===== src/rtl/mem_port_arbiter.sv =====
// Two-requester arbiter sharing a single memory port: data has priority, fetch
// gets a guaranteed slot after STARVE_LIMIT consecutive data grants.
module mem_port_arbiter #(
  parameter int unsigned STARVE_LIMIT = 4,
  parameter int unsigned TIMEOUT      = 255
) (
  input  logic        clk,
  input  logic        rst,
  input  logic        if_req,
  input  logic [31:0] if_addr,
  output logic [31:0] if_rdata,
  output logic        if_ack,
  output logic        if_err,
  input  logic        dm_req,
  input  logic        dm_we,
  input  logic [31:0] dm_addr,
  input  logic [31:0] dm_wdata,
  input  logic [3:0]  dm_wstrb,
  output logic [31:0] dm_rdata,
  output logic        dm_ack,
  output logic        dm_err,
  output logic        mem_req,
  output logic        mem_we,
  output logic [31:0] mem_addr,
  output logic [31:0] mem_wdata,
  output logic [3:0]  mem_wstrb,
  input  logic [31:0] mem_rdata,
  input  logic        mem_ack,
  output logic        busy,
  output logic        owner
);

  localparam int unsigned AW = 32;
  localparam int unsigned DW = 32;
  localparam int unsigned SW = 4;
  localparam int unsigned CW = 4;
  localparam int unsigned WW = 8;

  typedef enum logic [1:0] {IDLE, ISSUE, RESP} state_t;

  state_t        state, state_d;
  logic [CW-1:0] starve_cnt, starve_cnt_d;
  logic [WW-1:0] wait_cnt, wait_cnt_d;
  logic          mem_req_d, mem_we_d, owner_d, busy_d;
  logic [AW-1:0] mem_addr_d;
  logic [DW-1:0] mem_wdata_d, if_rdata_d, dm_rdata_d;
  logic [SW-1:0] mem_wstrb_d;
  logic          if_ack_d, if_err_d, dm_ack_d, dm_err_d;
  logic          grant_fetch;

  // State and every output are registered; synchronous active-low reset.
  always_ff @(posedge clk) begin
    if (!rst) begin
      state      <= IDLE;
      starve_cnt <= '0;
      wait_cnt   <= '0;
      mem_req    <= 1'b0;
      mem_we     <= 1'b0;
      mem_addr   <= '0;
      mem_wdata  <= '0;
      mem_wstrb  <= '0;
      if_rdata   <= '0;
      if_ack     <= 1'b0;
      if_err     <= 1'b0;
      dm_rdata   <= '0;
      dm_ack     <= 1'b0;
      dm_err     <= 1'b0;
      busy       <= 1'b0;
      owner      <= 1'b0;
    end else begin
      state      <= state_d;
      starve_cnt <= starve_cnt_d;
      wait_cnt   <= wait_cnt_d;
      mem_req    <= mem_req_d;
      mem_we     <= mem_we_d;
      mem_addr   <= mem_addr_d;
      mem_wdata  <= mem_wdata_d;
      mem_wstrb  <= mem_wstrb_d;
      if_rdata   <= if_rdata_d;
      if_ack     <= if_ack_d;
      if_err     <= if_err_d;
      dm_rdata   <= dm_rdata_d;
      dm_ack     <= dm_ack_d;
      dm_err     <= dm_err_d;
      busy       <= busy_d;
      owner      <= owner_d;
    end
  end

  // Next-state and next-output logic; acks and errs default low, data holds.
  always_comb begin
    state_d      = state;
    starve_cnt_d = starve_cnt;
    wait_cnt_d   = wait_cnt;
    mem_req_d    = mem_req;
    mem_we_d     = mem_we;
    mem_addr_d   = mem_addr;
    mem_wdata_d  = mem_wdata;
    mem_wstrb_d  = mem_wstrb;
    if_rdata_d   = if_rdata;
    dm_rdata_d   = dm_rdata;
    if_ack_d     = 1'b0;
    if_err_d     = 1'b0;
    dm_ack_d     = 1'b0;
    dm_err_d     = 1'b0;
    owner_d      = owner;
    grant_fetch  = if_req && (!dm_req || (starve_cnt == CW'(STARVE_LIMIT)));

    case (state)
      IDLE: begin
        if (if_req || dm_req) begin
          state_d    = ISSUE;
          mem_req_d  = 1'b1;
          wait_cnt_d = '0;
          if (grant_fetch) begin
            owner_d      = 1'b0;
            mem_we_d     = 1'b0;
            mem_addr_d   = if_addr;
            mem_wdata_d  = '0;
            mem_wstrb_d  = '0;
            starve_cnt_d = '0;
          end else begin
            owner_d      = 1'b1;
            mem_we_d     = dm_we;
            mem_addr_d   = dm_addr;
            mem_wdata_d  = dm_wdata;
            mem_wstrb_d  = dm_wstrb;
            starve_cnt_d = if_req ? starve_cnt + CW'(1) : '0;
          end
        end
      end
      ISSUE: begin
        // A response in the timeout cycle still wins over the error.
        if (mem_ack) begin
          state_d   = RESP;
          mem_req_d = 1'b0;
          if (owner) begin
            dm_rdata_d = mem_rdata;
            dm_ack_d   = 1'b1;
          end else begin
            if_rdata_d = mem_rdata;
            if_ack_d   = 1'b1;
          end
        end else if (wait_cnt + WW'(1) == WW'(TIMEOUT)) begin
          state_d   = RESP;
          mem_req_d = 1'b0;
          if (owner) begin
            dm_rdata_d = '0;
            dm_ack_d   = 1'b1;
            dm_err_d   = 1'b1;
          end else begin
            if_rdata_d = '0;
            if_ack_d   = 1'b1;
            if_err_d   = 1'b1;
          end
        end else begin
          wait_cnt_d = wait_cnt + WW'(1);
        end
      end
      RESP: begin
        state_d = IDLE;
      end
      default: begin
        state_d   = IDLE;
        mem_req_d = 1'b0;
      end
    endcase

    busy_d = (state_d != IDLE);
  end

endmodule


===== config.mk =====
export PLATFORM = sky130hd
export DESIGN_NAME = mem_port_arbiter
export DESIGN_NICKNAME = d
export VERILOG_FILES = /design/src/rtl/mem_port_arbiter.sv
export SDC_FILE = /design/constraint.sdc
export NUM_CORES = 1
export LEC_CHECK = 0
export CORE_AREA = 2 2 135 137
export DETAILED_ROUTE_END_ITERATION = 12
export DIE_AREA = 0 0 137 139
export GPL_TIMING_DRIVEN = 1
export PLACE_DENSITY = 0.8
export SKIP_LAST_GASP = 1
export SLEW_MARGIN = 15
export SYNTH_ARGS = -nofsm -noshare
export SYNTH_HDL_FRONTEND = slang
export SYNTH_SLANG_ARGS = --single-unit

===== constraint.sdc =====
create_clock -name clk -period 1.8 [get_ports clk]
set_input_delay 0.27 -clock clk [delete_from_list [all_inputs] [get_ports clk]]
set_output_delay 0.27 -clock clk [all_outputs]
set_load 0.05 [all_outputs]

# --- Word level (Yosys, flattened, before mapping) ---
# Index checks and enable logic that the tools add are counted.
# W data, S select, Z words.
totals:
  word_cells: 78
  reg_bits: 154
  rom_bits: 0
  out_inout_bits: 140
  in_bits: 138
  ram_bits: 0
  latchBits: 0
  memories: 0
classes:
  n_mul: 0
  order_cmp: 0
  div: 0
  n_bitwise: 4
  eq_ne: 8
  add_sub_neg: 2
  shifts: 0
  muxes: 33
  n_reduce_logical: 15
ops:
  columns: ["operator", "n"]
  rows:
  - ["$mux W32", 10]
  - ["$mux W8", 3]
  - ["$pmux W8 S2", 1]
  - ["$mux W4", 3]
  - ["$mux W1", 11]
  - ["$reduce_and A3 Y1", 3]
  - ["$add A8 B1 Y8 const B", 1]
  - ["$eq A8 B8 Y1 const B", 1]
  - ["$mux W2", 3]
  - ["$ne A2 B2 Y1 const B", 3]
  - ["$reduce_bool A2 Y1", 3]
  - ["$add A4 B1 Y4 const B", 1]
  - ["$eq A4 B3 Y1 const B", 1]
  - ["$not A1 Y1", 4]
  - ["$pmux W2 S2", 1]
  - ["$reduce_and A2 Y1", 2]
  - ["$reduce_and A4 Y1", 1]
  - ["$ne A3 B3 Y1 const B", 1]
  - ["$pmux W1 S3", 1]
  - ["$reduce_or A3 Y1", 1]
  - ["$eq A2 B1 Y1 const B", 1]
  - ["$eq A2 B2 Y1 const B", 1]
  - ["$logic_not A2 Y1", 1]
  - ["$logic_or A1 B1 Y1", 2]
  - ["2 further kinds", 2]

# --- Logic depth before layout (Yosys ltp) ---
depth:
  word_depth: 6
  mapped_depth: 9
  depth_no_buf: 7

# --- Worst setup path after synthesis ---
# No wires, ideal clock.
synth_path:
  kind: "register -> register"
  from: "register wait_cnt[0]"
  to: "register if_rdata[22]"
  period_less_slack_ps: 1833
  path_slack_ps: -33
  t_arrival_ps: 1711
  required_ps: 1678
  path_buffers: 1
  stages_incl_launch_ff: 8
  setup_time_ps: 122
  path_cell_list: "dfxtp_1 ha_1 nand2b_1 a211oi_2 o221ai_2 a21oi_2 buf_2 a21oi_1"
synth_via:
  elab_chain_len: 4
synth_lines:
  columns: ["element", "line", "source"]
  rows:
  - ["from (decl)", "43", "logic [WW-1:0] wait_cnt, wait_cnt_d;"]
  - ["from (signal assigned)", "73", "wait_cnt <= wait_cnt_d;"]
  - ["$add A8 B1 Y8", "144", "end else if (wait_cnt + WW'(1) == WW'(TIMEOUT)) begin"]
  - ["$eq A8 B8 Y1", "144", null]
  - ["$reduce_bool A2 Y1 (no source line)", null, null]
  - ["$reduce_and A3 Y1 (no source line)", null, null]
  - ["to (signal assigned)", "79", "if_rdata <= if_rdata_d;"]
  - ["to (decl)", "11", "output logic [31:0] if_rdata,"]
# No other way between the ends.
# A chain may end at the register's enable or synchronous reset.

# --- Final worst setup path ---
layout_path:
  from: "register wait_cnt[1]"
  to: "register if_rdata[31]"
# The elaborated chain is that of the path after synthesis.

==> impl_metrics.ini <==
[status]
outcome = finished, violations left
violations = negative setup slack

[yosys]
synthCells = 846
synthFlopType = dfxtp_1
synth.largest_area_cell = dfxtp_1
syn-num-nets = 988
syn_area_sq_mm = 0.00678
seq_area_frac_synth_pct = 45.5
async_flop_share_pct = 0
ys_seq_elements = 154
synth-warning-count = 0
syn_area_per_cell_sq_um = 8.01
synth.top_cell.area_share_pct = 45.5
ys_top_cells_by_area = dfxtp_1 (45%), nand2_1 (12%), nand3_1 (5.7%)
yosysMostFrequentCell = nand2_1
synth_commonest_cells = nand2_1 (216), dfxtp_1 (154), nand3_1 (77), a21oi_1 (68), clkbuf_1 (62)
synth_cell_types = 46
synth_edf_count = 0

[die]
io_pins = 278
start_util_pct = 38.4
die_w_microns = 137
dieArea_sq_mm = 0.0190
coreArea_sq_mm = 0.0177
chipHeight_microns = 139
rows = 49

[sta]
slew-limit-headroom_pct = 65.0
setup_tns_ps = -2710
worst_pin_slew_ps = 526
max_clock_freq_mhz = 533
drv_slew = 0
min_period_over_period_pct = 104
setup_ws_ps = -77.7
hold_violations = 0
finalSetupViolCount = 65
rsz0062_at_grt = yes
clock_skew_ps = 10.4
min_period_ps = 1880

[clocking]
htree_num_levels = 4
clk_latency_ps = 420
cts_tree = yes
cts-root-buf = clkbuf_16
cts_buffer_depth = 2
clock-sinks = 154
cts.clk_slew.worst_paths_ps = 60
cts_buffers = 17

[min_path]
hp-start = rst
hold_end = wait_cnt[0]
hp-class = in -> reg
hold_path_depth = 2

[routing]
drc = 0
viasPerCell = 5.22
vias = 7161
drt-total-wl_microns = 22200
wire_per_inst_microns = 16.2
drt_iter0_drc = 472
wl_met1_microns = 9160
wl_met2_microns = 11000
antenna_left = 0
routed.top_layer = met4
firstDrtPassIters = 5
wl_met3_microns = 1230

[power_and_ir_drop]
p_leak_nw = 5.20
power_density_mw_per_mm2 = 889
p_int_mw = 6.44
p_clk_share_pct = 35.6
vdd_drop_max_v = 0.000746
switching_share_pct = 33.3
power_switching_mw = 3.21
comb_power_share_pct = 25.6
report.power.total_mw = 9.66
p_seq_share_pct = 38.8

[placed_design]
gp_congestion = 0.848
port_buffers = 277
dpl.hpwl_microns = 14700

[grt]
grt_pass1_wl_microns = 34300
overflow = 0
grt_max_degree = 60
antenna_found_initial = 0
grtUsageTotal_pct = 22.4
first_global_vias = 6831

[worst_setup_path]
crit_family = compound AO/OA/AOI/OAI gates
critPathBufInv = 2
worstSetupStartpointType = register
required_ps = 2110
crit_cells = 8
setup.worst_path.start = wait_cnt[1]
reg2reg_depth = 8
rrSetupSlack_ps = -80
crit_type = reg -> reg
arrival_ps = 2190
endpoint_kind = register
slowest_delay_ps = 370
worstPathMaxFanout = 8
cp_cell_sequence = ha_4 -> nand2b_4 -> a211oi_4 -> o221ai_4 -> a21oi_4 -> buf_6 -> buf_12 -> a21oi_2
r2r_end = if_rdata[31]
crit_slowest_cell = dfxtp_4
reg2reg_from = wait_cnt[1]

[run]
cap_violations = 0

[final_layout]
finish.net_count = 1271
drive_above_1_share_pct = 18.6
syn2layout_area_growth_pct = 60.2
diodes = 0
fillers = 1553
## power by group through the flow
stage	combinational, mW	sequential [mW]	clock (mW)
2_1_floorplan	0.684	4.53	0
3_3_place_gp	2.44	3.82	0
3_5_place_dp	2.45	3.82	0
4_1_cts	2.42	3.74	3.49
5_1_grt	2.62	3.77	3.66
6_report	2.47	3.75	3.44
## sequential cells by signal, summed over array words and instances (netlist names), 2 cells and up
signal and cells:
mem_wdata 32, dm_rdata 32, wait_cnt 8, if_rdata 32, state 2, mem_wstrb 4, starve_cnt 4, mem_addr 32
## per-layer routing
| metal | track usage [%] | vias to the layer above |
|---|---|---|
| met4 | 10.2 | 0 |
| met3 | 5.85 | 59 |
| li1 | - | 3494 |
| met1 | 26.9 | 3387 |
| met2 | 37.1 | 221 |
| met5 | 0 | - |
## timing repair
action	in CTS	in global routing
hold buffers	0	0
resized for setup	102	52
setup endpoints to repair	155	79
cloned	2	1
pin swaps	4	9
setup buffers	4	2
## worst max path at each step
stage / to / slack, ps
after detailed placement: wait_cnt[0] / -300
after global routing: if_rdata[7] / -150
final: if_rdata[31] / -80
after floorplan: wait_cnt[0] / 3
after global placement: wait_cnt[0] / -300
after CTS: if_rdata[6] / -80
## worst reg2reg max path: cells and delay by family, from the launching register on
family,cells,cell delay (ps)
DFF,1,370
and+or+nand+nor,1,150
buffers and inverters,2,310
adders and majority gates,1,180
AOI/OAI and AO/OA,4,750
## per-stage QoR
stage	area (sq um)	std cells	hold WS, ps	utilization (%)	setup slack (ps)
after floorplan	6790	846	402	-	2.77
after global placement	9980	1330	436	56.5	-299
after detailed placement	9980	1330	442	56.5	-299
after CTS	10600	1368	213	60.1	-80.4
after global routing	10900	1371	240	61.5	-151
final	10900	1371	230	61.5	-77.7
## area by class of cell
type / instances / area (sq um) / share of cell area (%)
well taps: 229 / 287 / 2.64
flip-flops and latches: 154 / 3100 / 28.5
repair buffers: 338 / 3240 / 29.9
multi-input cells: 613 / 3640 / 33.6
clock inverters: 14 / 129 / 1.19
clock buffers: 18 / 439 / 4.05
inverters: 5 / 18.8 / 0.173
## cell families (layout without fill, tap and decap cells)
logic type | Yosys count | count (layout) | share of synthesized area, %
adder cells (fa/ha/maj) | 4 | 4 | 0.738
flip-flops | 154 | 154 | 45.5
buffers and inverters | 79 | 375 | 4.67
multiplexers | 1 | 1 | 0.148
AND/OR/NAND/NOR | 369 | 369 | 24.8
AO/OA/AOI/OAI | 239 | 239 | 24.1
## cell usage in the layout, fill, tap and decap left out, drive strengths merged, types with 4 or more instances in the layout
cell type | netlist | final
dfxtp | 154 | 154
nor3b | 4 | 4
clkinv | 0 | 4
clkdlybuf4s50 | 0 | 136
nor3 | 7 | 7
and2 | 5 | 5
nor2 | 5 | 5
nand2 | 216 | 216
inv | 5 | 13
clkbuf | 62 | 19
dlygate4sd2 | 0 | 83
a21oi | 70 | 70
and3 | 33 | 33
a21boi | 43 | 43
o21a | 7 | 7
ha | 4 | 4
o211a | 34 | 34
a21o | 32 | 32
nand3 | 77 | 77
o21ai | 40 | 40
buf | 12 | 115
Power figures use the tool's default switching activity.
